`config.mk`:
```
export PLATFORM = sky130hd
export DESIGN_NAME = ddr_cmd_sched
export DESIGN_NICKNAME = d
export VERILOG_FILES = /design/src/rtl/ddr_cmd_sched.sv
export SDC_FILE = /design/constraint.sdc
export NUM_CORES = 1
export LEC_CHECK = 0
export CAP_MARGIN = 20
export CORE_MARGIN = 3
export CORE_UTILIZATION = 40
export CTS_CLUSTER_DIAMETER = 100
export DETAILED_ROUTE_END_ITERATION = 8
export HOLD_SLACK_MARGIN = 0.06
export PLACE_DENSITY_LB_ADDON = 0.08
export SYNTH_ARGS = -nofsm -noshare
export SYNTH_HDL_FRONTEND = slang
export SYNTH_SLANG_ARGS = --single-unit
```
`constraint.sdc`:
```
create_clock -name clk -period 4.7 [get_ports clk]
set_input_delay 0.47 -clock clk [delete_from_list [all_inputs] [get_ports clk]]
set_output_delay 0.47 -clock clk [all_outputs]
set_load 0.05 [all_outputs]
```
`src/rtl/ddr_cmd_sched.sv`:
```
// ---------------------------------------------------------------------------
// ddr_cmd_sched
// DDR command scheduler and strobe sequencer (single clock domain).
// Takes packed {ras_n,cas_n,we_n,ba,a} commands from the CBA fifo read side
// over valid/ready and drives each one to the pad registers for one cycle.
// After an accept, further commands are held off for an opcode-specific
// spacing. Read-sample, write-data and DQS enable windows are generated from
// shift registers, and a free-running counter raises auto-refresh requests.
//
// Ports
//   clk          clock
//   reset        synchronous, active-high reset
//   cmd_valid    command available
//   cmd_data     {ras_n,cas_n,we_n,ba,a}
//   cmd_ready    command accepted when cmd_valid & cmd_ready
//   ddr_ras_n / ddr_cas_n / ddr_we_n / ddr_ba / ddr_a   registered command pins
//   rd_sample    read-data capture enable
//   wr_data_ack  pop one write-data word per cycle
//   dqs_oe       DQS/DQ output enable, includes one preamble cycle
//   dqs_en       DQS toggle enable
//   ref_req      refresh due
//   busy         timer running or any strobe window active
// ---------------------------------------------------------------------------
module ddr_cmd_sched #(
    parameter int A_WIDTH      = 13,
    parameter int BA_WIDTH     = 2,
    parameter int BURST_LEN    = 4,
    parameter int T_MRS        = 2,
    parameter int T_AR         = 14,
    parameter int T_ACT        = 4,
    parameter int T_PRE        = 2,
    parameter int T_RD         = 6,
    parameter int T_WR         = 8,
    parameter int RD_DLY       = 3,
    parameter int REF_INTERVAL = 780
) (
    input  logic                          clk,
    input  logic                          reset,
    input  logic                          cmd_valid,
    input  logic [3+BA_WIDTH+A_WIDTH-1:0] cmd_data,
    output logic                          cmd_ready,
    output logic                          ddr_ras_n,
    output logic                          ddr_cas_n,
    output logic                          ddr_we_n,
    output logic [BA_WIDTH-1:0]           ddr_ba,
    output logic [A_WIDTH-1:0]            ddr_a,
    output logic                          rd_sample,
    output logic                          wr_data_ack,
    output logic                          dqs_oe,
    output logic                          dqs_en,
    output logic                          ref_req,
    output logic                          busy
);

    function automatic int max_of(input int x, input int y);
        return (x > y) ? x : y;
    endfunction

    localparam int CMD_W    = 3 + BA_WIDTH + A_WIDTH;
    localparam int BL2      = BURST_LEN / 2;
    localparam int RD_DEPTH = RD_DLY + BL2;
    localparam int WR_DEPTH = BL2 + 1;
    localparam int T_MAX    = max_of(max_of(max_of(T_MRS, T_AR), max_of(T_ACT, T_PRE)),
                                     max_of(T_RD, T_WR));
    localparam int TMR_W    = (T_MAX < 1) ? 1 : $clog2(T_MAX + 1);
    localparam int REF_W    = (REF_INTERVAL < 1) ? 1 : $clog2(REF_INTERVAL + 1);

    localparam logic [2:0] OP_MRS   = 3'b000;
    localparam logic [2:0] OP_AR    = 3'b001;
    localparam logic [2:0] OP_PRE   = 3'b010;
    localparam logic [2:0] OP_ACT   = 3'b011;
    localparam logic [2:0] OP_WRITE = 3'b100;
    localparam logic [2:0] OP_READ  = 3'b101;

    localparam logic [CMD_W-1:0] NOP_WORD = {3'b111, {(BA_WIDTH + A_WIDTH){1'b0}}};

    // Parameter sanity: these combinations would let strobe windows overlap.
    if (BURST_LEN != 2 && BURST_LEN != 4 && BURST_LEN != 8) begin : g_bad_bl
        $error("ddr_cmd_sched: BURST_LEN must be 2, 4 or 8");
    end
    if (T_RD < RD_DLY + BL2) begin : g_bad_trd
        $error("ddr_cmd_sched: T_RD must be >= RD_DLY + BURST_LEN/2");
    end
    if (T_WR < BL2 + 1) begin : g_bad_twr
        $error("ddr_cmd_sched: T_WR must be >= BURST_LEN/2 + 1");
    end

    logic [TMR_W-1:0]    tmr_q,     tmr_d;
    logic [CMD_W-1:0]    pad_q,     pad_d;
    logic [RD_DEPTH-1:0] rd_sr_q,   rd_sr_d;
    logic [WR_DEPTH-1:0] wr_sr_q,   wr_sr_d;
    logic [REF_W-1:0]    ref_cnt_q, ref_cnt_d;

    logic       accept_s;
    logic [2:0] op_s;

    assign op_s      = cmd_data[CMD_W-1 -: 3];
    assign cmd_ready = (tmr_q == {TMR_W{1'b0}}) & ~reset;
    assign accept_s  = cmd_valid & cmd_ready;

    // Next-state: spacing timer, pad word, strobe shift registers, refresh counter.
    always_comb begin
        tmr_d     = tmr_q;
        pad_d     = NOP_WORD;
        rd_sr_d   = rd_sr_q << 1;
        wr_sr_d   = wr_sr_q << 1;
        ref_cnt_d = ref_cnt_q;

        if (tmr_q != {TMR_W{1'b0}}) begin
            tmr_d = tmr_q - TMR_W'(1);
        end else begin
            tmr_d = {TMR_W{1'b0}};
        end

        if (accept_s) begin
            pad_d = cmd_data;
            case (op_s)
                OP_MRS:   tmr_d = TMR_W'(T_MRS);
                OP_AR:    tmr_d = TMR_W'(T_AR);
                OP_ACT:   tmr_d = TMR_W'(T_ACT);
                OP_PRE:   tmr_d = TMR_W'(T_PRE);
                OP_READ:  tmr_d = TMR_W'(T_RD);
                OP_WRITE: tmr_d = TMR_W'(T_WR);
                default:  tmr_d = {TMR_W{1'b0}};
            endcase
            // Bit 0 marks the cycle the command sits on the pads.
            if (op_s == OP_READ) begin
                rd_sr_d = rd_sr_d | RD_DEPTH'(1);
            end else begin
                rd_sr_d = rd_sr_d;
            end
            if (op_s == OP_WRITE) begin
                wr_sr_d = wr_sr_d | WR_DEPTH'(1);
            end else begin
                wr_sr_d = wr_sr_d;
            end
        end else begin
            pad_d = NOP_WORD;
        end

        // Accepting AR wins over the increment; the count saturates at the interval.
        if (REF_INTERVAL == 0) begin
            ref_cnt_d = {REF_W{1'b0}};
        end else if (accept_s && (op_s == OP_AR)) begin
            ref_cnt_d = {REF_W{1'b0}};
        end else if (ref_cnt_q != REF_W'(REF_INTERVAL)) begin
            ref_cnt_d = ref_cnt_q + REF_W'(1);
        end else begin
            ref_cnt_d = ref_cnt_q;
        end
    end

    // State registers with synchronous reset.
    always_ff @(posedge clk) begin
        if (reset) begin
            tmr_q     <= {TMR_W{1'b0}};
            pad_q     <= NOP_WORD;
            rd_sr_q   <= {RD_DEPTH{1'b0}};
            wr_sr_q   <= {WR_DEPTH{1'b0}};
            ref_cnt_q <= {REF_W{1'b0}};
        end else begin
            tmr_q     <= tmr_d;
            pad_q     <= pad_d;
            rd_sr_q   <= rd_sr_d;
            wr_sr_q   <= wr_sr_d;
            ref_cnt_q <= ref_cnt_d;
        end
    end

    assign ddr_ras_n = pad_q[CMD_W-1];
    assign ddr_cas_n = pad_q[CMD_W-2];
    assign ddr_we_n  = pad_q[CMD_W-3];
    assign ddr_ba    = pad_q[A_WIDTH +: BA_WIDTH];
    assign ddr_a     = pad_q[A_WIDTH-1:0];

    // Read window: shift taps RD_DLY .. RD_DLY+BL2-1 after the READ pad cycle.
    assign rd_sample   = |rd_sr_q[RD_DEPTH-1:RD_DLY];
    // Write: tap 0 is the DQS preamble, taps 1..BL2 carry data.
    assign dqs_oe      = |wr_sr_q;
    assign dqs_en      = |wr_sr_q[WR_DEPTH-1:1];
    assign wr_data_ack = |wr_sr_q[WR_DEPTH-1:1];

    assign ref_req = (REF_INTERVAL != 0) && (ref_cnt_q == REF_W'(REF_INTERVAL));
    assign busy    = (tmr_q != {TMR_W{1'b0}}) | (|rd_sr_q) | (|wr_sr_q);

endmodule

```
## Word-level counts from Yosys, hierarchy flattened

Index checks and enable logic that the tools add are counted.

| word-level totals | value |
|---|---|
| flip-flop bits (word level) | 40 |
| input port bits | 21 |
| output and inout bits | 25 |
| word-level logic and storage cells | 38 |

| operators by class | value |
|---|---|
| add/subtract/negate cells | 2 |
| equality and inequality tests | 7 |
| muxes and demuxes | 5 |
| bitwise logic cells | 6 |
| reductions and logical operators | 11 |

Operator list:

| cell | count |
|---|---|
| case mux 4 bit (5 select lines) | 1 |
| adder 10 x 1 -> 10 bit (second input constant) | 1 |
| == test 10 bit (second input constant) | 1 |
| inequality test 10 bit (second input constant) | 1 |
| OR reduction 2 bit | 5 |
| two-way mux 4 bit | 2 |
| == test 3 x 2 -> 1 bit (second input constant) | 2 |
| == test 3 bit (second input constant) | 2 |
| OR reduction 5 bit | 1 |
| logical NOT 4 bit | 1 |
| nonzero test 4 bit | 1 |
| subtractor 4 x 1 -> 4 bit (second input constant) | 1 |
| == test 3 x 1 -> 1 bit (second input constant) | 1 |
| logical NOT 3 bit | 1 |
| OR reduction 3 bit | 1 |
| AND 1 bit | 2 |
| two-way mux 1 bit | 2 |
| NOT 1 bit | 2 |
| bitwise OR 1 bit | 2 |
| logical AND 1 bit | 1 |

## Longest topological paths before layout

| depth | value |
|---|---|
| depth in word-level cells | 5 |
| gate-level depth with buffers | 5 |
| gate-level depth less buffers | 5 |

## Worst setup path before layout

Ideal clock, no wire load.

| timing | value |
|---|---|
| path kind | register -> output |
| start point | register ref_cnt_q[4] |
| end point | output port ref_req |
| data arrival time | 1.976 ns |
| path slack | 2.254 ns |
| cell stages (with the launch flop) | 3 |
| cells stage by stage | dfxtp_1 -> or3b_2 -> nor3_1 |

| on the way | value |
|---|---|
| longest elaborated chain between the ends | 1 |

Ends and longest elaborated chain:

| item | RTL line | text |
|---|---|---|
| start: declaration | 92 | `logic [REF_W-1:0] ref_cnt_q, ref_cnt_d;` |
| start signal: assignment | 160 | `ref_cnt_q <= {REF_W{1'b0}};` |
| start signal: assignment | 166 | `ref_cnt_q <= ref_cnt_d;` |
| == test 10 bit | 183 | `assign ref_req = (REF_INTERVAL != 0) && (ref_cnt_q == REF_W'(REF_INTERVAL));` |
| end: declaration | 51 | `output logic ref_req,` |

Every way passes these cells.

## Worst setup path in the final report

| timing | value |
|---|---|
| start point | register tmr_q[0] |
| end point | output port busy |

| on the way | value |
|---|---|
| longest elaborated chain between the ends | 3 |

Ends and longest elaborated chain:

| item | RTL line | text |
|---|---|---|
| start: declaration | 88 | `logic [TMR_W-1:0] tmr_q, tmr_d;` |
| start signal: assignment | 156 | `tmr_q <= {TMR_W{1'b0}};` |
| start signal: assignment | 162 | `tmr_q <= tmr_d;` |
| nonzero test 4 bit | 184 | `assign busy = (tmr_q != {TMR_W{1'b0}}) \| (\|rd_sr_q) \| (\|wr_sr_q);` |
| bitwise OR 1 bit (2 in a row) | 184 |  |
| end: declaration | 52 | `output logic busy` |

Every way passes these cells.

==> summary.txt <==
Run status
  • Outcome: finished, final reports clean

Yosys
  • Proportion of register bits with asynchronous set or reset after synthesis: 0
  • Number of synthesized flops with an enable pin: 0
  • Netlist Area Pre-Place: 1500 um^2
  • Post-synth cell types: 40
  • Post-Syn Area per Cell: ~10 um^2
  • Sequential element share of the synthesized area: 0.535
  • Nets in the synthesized netlist: 170
  • Post-synth top flop: sky130_fd_sc_hd__dfxtp_1
  • Synthesized instance count: around 150
  • Yosys Warn Count: 0
  • Number of storage elements in the synthesis netlist: 40

Clocking
  • CTS tree: built
  • Resized cells post-CTS: 0
  • Buffer count from post-CTS setup fixing: 0
  • CTS Root Buffer Type: sky130_fd_sc_hd__clkbuf_8
  • CTS sink count: 40
  • Maximum clock path buffer count: 2
  • Num CTS Buffers: 5
  • Clock transition time at the flip-flop clock pins of the worst setup and hold paths: around 70 ps
  • H-Tree Depth: 2
  • Clock latency reported for the late side of the worst-skew pair: roughly 280 ps
  • Post-cts hold buffer count: 0

Floorplan
  • Die Span Y: roughly 67 um
  • Top-Level Pins: 46
  • Row count: 21
  • Die W: around 67 um
  • Core outline area: around 3500 um^2
  • Starting Density: 0.431
  • Die Outline Area: about 4500 um^2

Global route
  • Largest net degree at the start of global routing: 20
  • Global-route wire length before repair: approximately 5200 um
  • Sum of overflow across all layers after global routing: 0
  • Gr usage total: 0.151
  • Initial antenna violation count: 0
  • Vias in the first global route: approximately 1,100

Timing
  • Total count of max-transition violations in the final report: 0
  • Setup total negative slack: 0 ps
  • Final Cycle Share: 0.660
  • Fmax achieved: roughly 0.32 GHz
  • Worst Tran Pin Value: between 600 and 700 ps
  • Final Hold Violating Endpoints: 0
  • RSZ-0062 raised after global routing: no
  • Worst-case setup margin in the final layout: around 1600 ps
  • Final-report setup violation count: 0
  • Minimum period implied by the final worst setup slack: approximately 3100 ps
  • Remaining max-slew budget at the tightest pin: 0.574
  • Clock Skew: between 6 and 7 ps
  • Worst hold-check slack: about 460 ps

Finish
  • Layout area overhead: 37.6%
  • Diode insertion count for antenna repair: 0
  • Nets@finish: approximately 220
  • Final Non-Filler Cells: 240
  • Share of post-route cells with drive strength above 1: 0.0876
  • Util after Layout: 0.594
  • Final instance area: 2060 um^2

Critical path
  • Path length in cells of the critical path: 3
  • Worst setup slack for register-to-register paths: 2850 ps
  • Largest fanout of any net on the critical path: 7
  • Critical Path End: busy
  • Critical path capture point type: primary output
  • Cell-by-cell trace of the critical path: or4_4, or4_2, clkdlybuf4s50_1
  • Worst endpoint required time: 4230 ps
  • Data arrival time of the critical path: about 2600 ps
  • Highest cell delay on the worst timing path: between 700 and 800 ps
  • Kind of cell adding the most delay to the critical path: simple AND/OR/NAND/NOR gates
  • Number of buffer and inverter stages on the critical path: 1
  • Worst Setup SP: tmr_q[0]
  • Worst reg-to-reg path cell count: 3
  • Critical path class: reg -> out
  • Critical path startpoint category: flop
  • Startpoint of the lowest-slack register-to-register path: tmr_q[0]
  • Cell with the largest stage delay on the worst path: sky130_fd_sc_hd__clkdlybuf4s50_1
  • Endpoint of the lowest-slack register-to-register path: tmr_q[3]

Job
  • Max-cap violations: 0

Detailed routing
  • Post-detailed-route via-to-cell ratio: around 5.1
  • First-iteration detailed-routing DRC count: 68
  • Detail Route Antenna Nets: 0
  • Average wire per cell in the routed design: approximately 13 um
  • Total wire length after detailed routing: roughly 3100 um
  • Number of iterations in the first detailed-routing pass: 4
  • DR vias: ~1,200
  • DRC Markers: 0

Pwr
  • PnR Total Power: between 0.7 and 0.8 mW
  • Static leakage: roughly 0.75 nW
  • Cell Pwr Density: roughly 360 nW/um^2
  • Max rail drop VDD: around 200 uV

Placement
  • Worst Setup Slack post-DPL: ~1900 ps
  • Routability Congestion: 0.794
  • Count of input and output buffers: 45
  • Cell total after placement: around 230
  • Area after detailed placement: between 1500 and 2000 um^2
  • Placed wire-length estimate after detailed placement: ~2300 um

Min path
  • Hold Path Class: reg -> reg
## worst min path at each step
stage / start / to / slack (ps) / depth (start not counted)
after floorplan: rd_sr_q[2] / rd_sr_q[3] / 430 / 1
after global placement: rd_sr_q[3] / rd_sr_q[4] / 440 / 1
after detailed placement: rd_sr_q[3] / rd_sr_q[4] / 450 / 1
after CTS: rd_sr_q[2] / rd_sr_q[3] / 460 / 1
after global routing: rd_sr_q[2] / rd_sr_q[3] / 470 / 1
final: rd_sr_q[2] / rd_sr_q[3] / 460 / 1
## cell type report
| type | instances | area (um^2) |
|---|---|---|
| fillers | 316 | 1410 |
| flip-flops and latches | 40 | 801 |
| multi-input cells | 98 | 654 |
| repair buffers | 45 | 450 |
| clock buffers | 5 | 68.8 |
| well taps | 46 | 57.6 |
| inverters | 4 | 15.0 |
| clock inverters | 2 | 12.5 |
## per-layer routing
layer,vias up,global-route usage,share of wire
met1,562,0.179,0.43
li1,610,-,-
met3,5,0.0499,0.061
met4,0,0.0633,0.011
met2,46,0.252,0.50
met5,-,0,0
## synth_stat cells, types with 2 or more instances
cell type / n / area (um^2)
sky130_fd_sc_hd__dfxtp_1: 40 / 801
sky130_fd_sc_hd__and2_1: 16 / 100
sky130_fd_sc_hd__a21oi_1: 9 / 45.0
sky130_fd_sc_hd__nand2_1: 6 / 22.5
sky130_fd_sc_hd__nor2b_1: 6 / 37.5
sky130_fd_sc_hd__or3_1: 6 / 37.5
sky130_fd_sc_hd__nor3_1: 5 / 25.0
sky130_fd_sc_hd__inv_1: 4 / 15.0
sky130_fd_sc_hd__nand4_1: 4 / 25.0
sky130_fd_sc_hd__nor2_1: 4 / 15.0
sky130_fd_sc_hd__o21ai_0: 4 / 20.0
sky130_fd_sc_hd__clkbuf_1: 3 / 11.3
sky130_fd_sc_hd__o31ai_1: 3 / 22.5
sky130_fd_sc_hd__or2_2: 3 / 18.8
sky130_fd_sc_hd__a31oi_1: 2 / 12.5
sky130_fd_sc_hd__buf_4: 2 / 15.0
sky130_fd_sc_hd__ha_1: 2 / 25.0
sky130_fd_sc_hd__nand2b_1: 2 / 12.5
sky130_fd_sc_hd__nand3_1: 2 / 10.0
sky130_fd_sc_hd__nor3b_1: 2 / 15.0
sky130_fd_sc_hd__nor4bb_1: 2 / 20.0
sky130_fd_sc_hd__o2bb2ai_1: 2 / 17.5
## cells by family (layout without fill, tap and decap cells)
group	Yosys count	count (layout)	share of synthesized area
adder cells (fa/ha/maj)	2	2	0.0167
multiplexers	1	1	0.00669
XOR/XNOR	2	2	0.0117
flip-flops	40	40	0.535
AND/OR/NAND/NOR	68	68	0.295
AO/OA/AOI/OAI	25	25	0.107
buffers and inverters	9	56	0.0276
## placed cells by master, fill, tap and decap left out, types with 5 or more instances in the layout
cell / n
sky130_fd_sc_hd__clkdlybuf4s50_1: 45
sky130_fd_sc_hd__dfxtp_1: 40
sky130_fd_sc_hd__and2_1: 16
sky130_fd_sc_hd__a21oi_1: 9
sky130_fd_sc_hd__nand2_1: 6
sky130_fd_sc_hd__or3_1: 6
sky130_fd_sc_hd__nor2b_1: 6
sky130_fd_sc_hd__nor3_1: 5
sky130_fd_sc_hd__clkbuf_8: 5
## sequential cells by signal, indices dropped and copies added (netlist names)
register,count
pad_q,18
tmr_q,4
ref_cnt_q,10
rd_sr_q,5
wr_sr_q,3
## report_power, final
| part | leakage, nW | internal, mW | switching [mW] | total [mW] |
|---|---|---|---|---|
| Clock | 0.0400 | 0.100 | 0.111 | 0.211 |
| Combinational | 0.386 | 0.0700 | 0.0995 | 0.170 |
| Sequential | 0.325 | 0.357 | 0.0128 | 0.370 |
| Total | 0.751 | 0.528 | 0.223 | 0.751 |
(Power assumes the default switching activity.)
==> edit 1: new RTL, config.mk and constraints unchanged <==
Reset style: asynchronous (`reset`), changed in one clocked block. Comments in the files are not updated.
--- a/src/rtl/ddr_cmd_sched.sv
+++ b/src/rtl/ddr_cmd_sched.sv
@@ -151,7 +151,7 @@
     end
 
     // State registers with synchronous reset.
-    always_ff @(posedge clk) begin
+    always_ff @(posedge clk or posedge reset) begin
         if (reset) begin
             tmr_q     <= {TMR_W{1'b0}};
             pad_q     <= NOP_WORD;
Behaviour: differs if reset is asserted again (counterexample within 4 cycles, from zero or initial values and one cycle with reset high); with reset held inactive, the same outputs for 10 cycles.
==> edit 1 against the original RTL <==
- final area is 9.7% higher
- sequential cell count stayed put
- area after synthesis is 10% higher
- routed wire length is 5.8% higher
- worst setup slack better by 0.062 ns
- highest routed layer unchanged
- final cell count is 2.1% lower
- critical path type unchanged
Power is not compared: it rests on default switching activity, and its combinational part moved more than twofold at a synthesized area within 25%.
==> edit 1: results (changes against the original RTL) <==
{
  "global_routing": {
    "grt_start_max_net_pins": {"value": 26, "change": "was 20"},
    "grt_first_pass_wirelength": {"value": 6037, "unit": "µm", "change": "was 5175 µm"},
    "gr-usage-all-layers": {"value": 15.22, "unit": "%", "change": "was 15.15%"}
  },
  "place": {
    "placed_cells": {"value": 227, "change": "was 233"},
    "placement.setup.worst_slack": {"value": 1.974, "unit": "ns", "change": "was 1.907 ns"}
  },
  "setup_path": {
    "reg2reg_setup_slack": {"value": 2.81, "unit": "ns", "change": "was 2.85 ns"},
    "reg2reg_to": {"value": "ref_cnt_q[1]$_DFFE_PP0P_", "change": "was tmr_q[3]$_SDFF_PP0_"},
    "rr_startpoint": {"value": "tmr_q[0]$_DFF_PP0_", "change": "was tmr_q[0]$_SDFF_PP0_"}
  },
  "die": {
    "initial_utilization": {"value": 43.13, "unit": "%", "change": "was 43.15%"}
  },
  "synth": {
    "async_reset_ff_share": {"value": 100.0, "unit": "%", "change": "was 0%"},
    "net_count_after_synthesis": {"value": 162, "change": "was 170"},
    "synth_fa_ha_area_share": {"value": 1.516, "unit": "%", "change": "was 1.672%"},
    "synth_mux_area_share": {"value": 0.6065, "unit": "%", "change": "was 0.6689%"},
    "synth_ff_type": {"value": "sky130_fd_sc_hd__dfrtp_1", "change": "was sky130_fd_sc_hd__dfxtp_1"},
    "synth.top_cells.by_count": {"value": "sky130_fd_sc_hd__dfrtp_1, sky130_fd_sc_hd__and2_1, sky130_fd_sc_hd__a21oi_1, sky130_fd_sc_hd__inv_1, sky130_fd_sc_hd__nor2_1", "change": "was sky130_fd_sc_hd__dfxtp_1, sky130_fd_sc_hd__and2_1, sky130_fd_sc_hd__a21oi_1"},
    "number_of_distinct_standard_cells_referenced_by_the_synthesized_netlist": {"value": 43, "change": "was 40"},
    "ys_seq_area_share": {"value": 60.88, "unit": "%", "change": "was 53.51%"},
    "yosys-top-cells-area": {"value": "sky130_fd_sc_hd__dfrtp_1, sky130_fd_sc_hd__and2_1, sky130_fd_sc_hd__dfstp_2", "change": "was sky130_fd_sc_hd__dfxtp_1, sky130_fd_sc_hd__and2_1, sky130_fd_sc_hd__a21oi_1"},
    "synth-compound-area-share": {"value": 8.870, "unit": "%", "change": "was 10.70%"}
  },
  "route": {
    "drt_first_iter_violations": {"value": 53, "change": "was 68"},
    "avg_vias_per_cell": {"value": 5.051, "change": "was 5.096"},
    "wl_per_cell": {"value": 14.16, "unit": "µm", "change": "was 13.10 µm"},
    "detail_route.wirelength": {"value": 3327, "unit": "µm", "change": "was 3145 µm"}
  },
  "status": {
    "run_status": {"value": "completed", "change": "unchanged"}
  },
  "timing": {
    "finalClockSkew": {"value": 0.0009265, "unit": "ns", "change": "was 0.006684 ns"}
  },
  "hold_path": {
    "hold_start": {"value": "rd_sr_q[1]$_DFF_PP0_", "change": "was rd_sr_q[2]$_SDFF_PP0_"}
  },
  "layout": {
    "drive_above_1_share": {"value": 13.37, "unit": "%", "change": "was 8.763%"}
  }
}
edit 1: changes by cell type in the layout (fill, tap and decap cells not counted), moves of 3 or more:
cell | unedited run | this run
sky130_fd_sc_hd__dfxtp_1 | 40 | 0
sky130_fd_sc_hd__dfrtp_1 | 0 | 37
sky130_fd_sc_hd__nor2b_1 | 6 | 0
sky130_fd_sc_hd__nand2_1 | 6 | 2
sky130_fd_sc_hd__dfstp_2 | 0 | 3
sky130_fd_sc_hd__inv_1 | 4 | 7
sky130_fd_sc_hd__nor2_1 | 4 | 7
sky130_fd_sc_hd__nor3_1 | 5 | 2
edit 1: logic make-up after synthesis:
logic type               after synthesis
AO/OA/AOI/OAI                         23
adder cells (fa/ha/maj)                2
XOR/XNOR                               1
multiplexers                           1
AND/OR/NAND/NOR                       59
buffers and inverters                 13
flip-flops                            40
edit 1: final cells by class:
cell class	count	area, µm²
tap	48	60.06
sequential	40	1005
clock inverter	1	30.03
clock buffer	7	96.34
multi-input combinational	86	583.1
timing repair buffer	46	457.9
inverter	7	26.28
fill	304	1568
edit 1: report_power, final:
group / internal (mW) / switching, mW
combinational: 0.165 / 0.259
sequential: 0.416 / 0.0692
clock: 0.187 / 0.114
total: 0.768 / 0.442
edit 1: worst max-delay path, stage by stage (launching register included):
cell	delay, ns
sky130_fd_sc_hd__dfrtp_1	0.41
sky130_fd_sc_hd__or4_4	0.61
sky130_fd_sc_hd__or4_1	0.55
sky130_fd_sc_hd__clkdlybuf4s50_1	0.71
edit 1: worst min path at each step:
stage	end	slack, ns	cells after the start
final	rd_sr_q[2]$_DFF_PP0_	0.37	0
after global routing	rd_sr_q[2]$_DFF_PP0_	0.39	0
after CTS	rd_sr_q[2]$_DFF_PP0_	0.37	0
after detailed placement	rd_sr_q[2]$_DFF_PP0_	0.36	0
after global placement	rd_sr_q[2]$_DFF_PP0_	0.35	0
after floorplan	rd_sr_q[3]$_DFF_PP0_	0.35	0
edit 1: per-layer routing:
layer / global-route usage, % / share of wire (%)
met1: 18.68 / 42
met2: 24.32 / 49
met3: 6.906 / 8.9
met4: 3.830 / 0.48
met5: 0 / 0
==> edit 2: new RTL, same flow settings <==
Without the edit above. Change the parameter `REF_INTERVAL` from 780 to 1560.
--- a/src/rtl/ddr_cmd_sched.sv
+++ b/src/rtl/ddr_cmd_sched.sv
@@ -32,7 +32,7 @@
     parameter int T_RD         = 6,
     parameter int T_WR         = 8,
     parameter int RD_DLY       = 3,
-    parameter int REF_INTERVAL = 780
+    parameter int REF_INTERVAL = 1560
 ) (
     input  logic                          clk,
     input  logic                          reset,
Formal check against the unedited RTL: same outputs for any inputs over 10 cycles, from zero or initial values and one cycle with reset high; that may be too few to reach the edited logic, so the function may still have changed.
==> edit 2 against the original RTL <==
- total power grew 15%
- utilization grew 1.9 points
- sequential cell count grew 1
- clock power grew 54%
- area after synthesis grew 1.9%
- final area grew 4.0%
- routed wire length grew 0.16%
- worst setup slack gained 0.16 ns
- count of clock-buffer cells in the layout is the same
- critical path depth is the same
- largest power group unchanged
==> edit 2: results (changes against the original RTL) <==
{
  "timing": {
    "fin_worst_hold_slack": {"value": 0.4600, "unit": "ns", "change": "was 0.4639 ns"},
    "finalClockSkew": {"value": 0.003047, "unit": "ns", "change": "was 0.006684 ns"},
    "slew-limit-headroom": {"value": 56.15, "unit": "%", "change": "was 57.42%"}
  },
  "synth": {
    "net_count_after_synthesis": {"value": 177, "change": "was 170"},
    "synth_mux_area_share": {"value": 0.6563, "unit": "%", "change": "was 0.6689%"},
    "yosys-top-cells-area": {"value": "sky130_fd_sc_hd__dfxtp_1, sky130_fd_sc_hd__and2_1, sky130_fd_sc_hd__a21oi_1", "change": "unchanged"},
    "postSynthAreaPerCell": {"value": 9.904, "unit": "µm²", "change": "was 10.18 µm²"},
    "number_of_distinct_standard_cells_referenced_by_the_synthesized_netlist": {"value": 37, "change": "was 40"},
    "ys_seq_area_share": {"value": 53.81, "unit": "%", "change": "was 53.51%"}
  },
  "global_routing": {
    "met3_capacity_usage_during_global_routing": {"value": 7.155, "unit": "%", "change": "was 4.992%"},
    "gr-usage-all-layers": {"value": 16.16, "unit": "%", "change": "was 15.15%"},
    "grtUsageMet2": {"value": 26.49, "unit": "%", "change": "was 25.15%"},
    "grt_pass1_vias": {"value": 1271, "change": "was 1,144"},
    "use_met1": {"value": 18.20, "unit": "%", "change": "was 17.87%"},
    "grt_first_pass_wirelength": {"value": 5457, "unit": "µm", "change": "was 5175 µm"}
  },
  "place": {
    "finalWeightedCongestion": {"value": 0.8709, "change": "was 0.7944"},
    "placed_cells": {"value": 239, "change": "was 233"},
    "dp.final_hpwl": {"value": 2290, "unit": "µm", "change": "was 2284 µm"}
  },
  "layout": {
    "nNetsFinal": {"value": 224, "change": "was 217"},
    "layoutNonFillerInstCount": {"value": 248, "change": "was 240"},
    "drive_above_1_share": {"value": 7.921, "unit": "%", "change": "was 8.763%"}
  },
  "setup_path": {
    "critPathArrivalTime": {"value": 2.47, "unit": "ns", "change": "was 2.63 ns"},
    "worstPathMaxFanout": {"value": 8, "change": "was 7"},
    "reg2reg_setup_slack": {"value": 2.69, "unit": "ns", "change": "was 2.85 ns"}
  },
  "route": {
    "avg_vias_per_cell": {"value": 5.117, "change": "was 5.096"},
    "drt_first_iter_violations": {"value": 66, "change": "was 68"},
    "wl_per_cell": {"value": 12.70, "unit": "µm", "change": "was 13.10 µm"}
  },
  "power": {
    "peakVddDrop": {"value": 0.2802, "unit": "mV", "change": "was 0.2026 mV"}
  },
  "status": {
    "run_status": {"value": "completed", "change": "unchanged"}
  }
}
## edit 2: report_power, final
group / switching, mW / internal (mW) / total, mW
registers: 0.0129 / 0.366 / 0.378
logic: 0.0960 / 0.0660 / 0.162
clock network: 0.114 / 0.211 / 0.325
## edit 2: cell type report
cell class	count	area, µm²
sequential	41	820.8
fill	287	1353
clock inverter	3	65.06
timing repair buffer	46	457.9
multi-input combinational	100	645.6
clock buffer	5	68.82
inverter	7	26.28
tap	46	57.56
## edit 2: metrics by stage
step	cell area (µm²)	power (mW)	setup slack [ns]
after floorplan	1525	0.4894	2.168
after global placement	2001	0.5452	2.082
after detailed placement	2001	0.5488	2.067
after CTS	2135	0.8756	1.746
after global routing	2142	0.9047	1.694
final	2142	0.8654	1.762
## edit 2: worst paths after layout
| path | startpoint | to | cells past startpoint |
|---|---|---|---|
| worst max-delay path | tmr_q[0]$_SDFF_PP0_ | busy | 3 |
| worst min-delay path | rd_sr_q[3]$_SDFF_PP0_ | rd_sr_q[4]$_SDFF_PP0_ | 1 |
| worst max register to register | tmr_q[0]$_SDFF_PP0_ | ref_cnt_q[0]$_SDFFE_PP0N_ | 4 |
| worst min register to register | rd_sr_q[3]$_SDFF_PP0_ | rd_sr_q[4]$_SDFF_PP0_ | 1 |
## edit 2: worst reg2reg max path, cell delays in order, from the launching register on
cell                      delay, ns
sky130_fd_sc_hd__dfxtp_1       0.36
sky130_fd_sc_hd__or4_4         0.59
sky130_fd_sc_hd__o41ai_2       0.62
sky130_fd_sc_hd__buf_4         0.27
sky130_fd_sc_hd__nor3_1        0.06
## edit 2: routing by layer
layer	vias up	wire (µm)
met5	-	0
met4	0	23
met3	2	241
met2	44	1542
met1	584	1343
li1	639	-
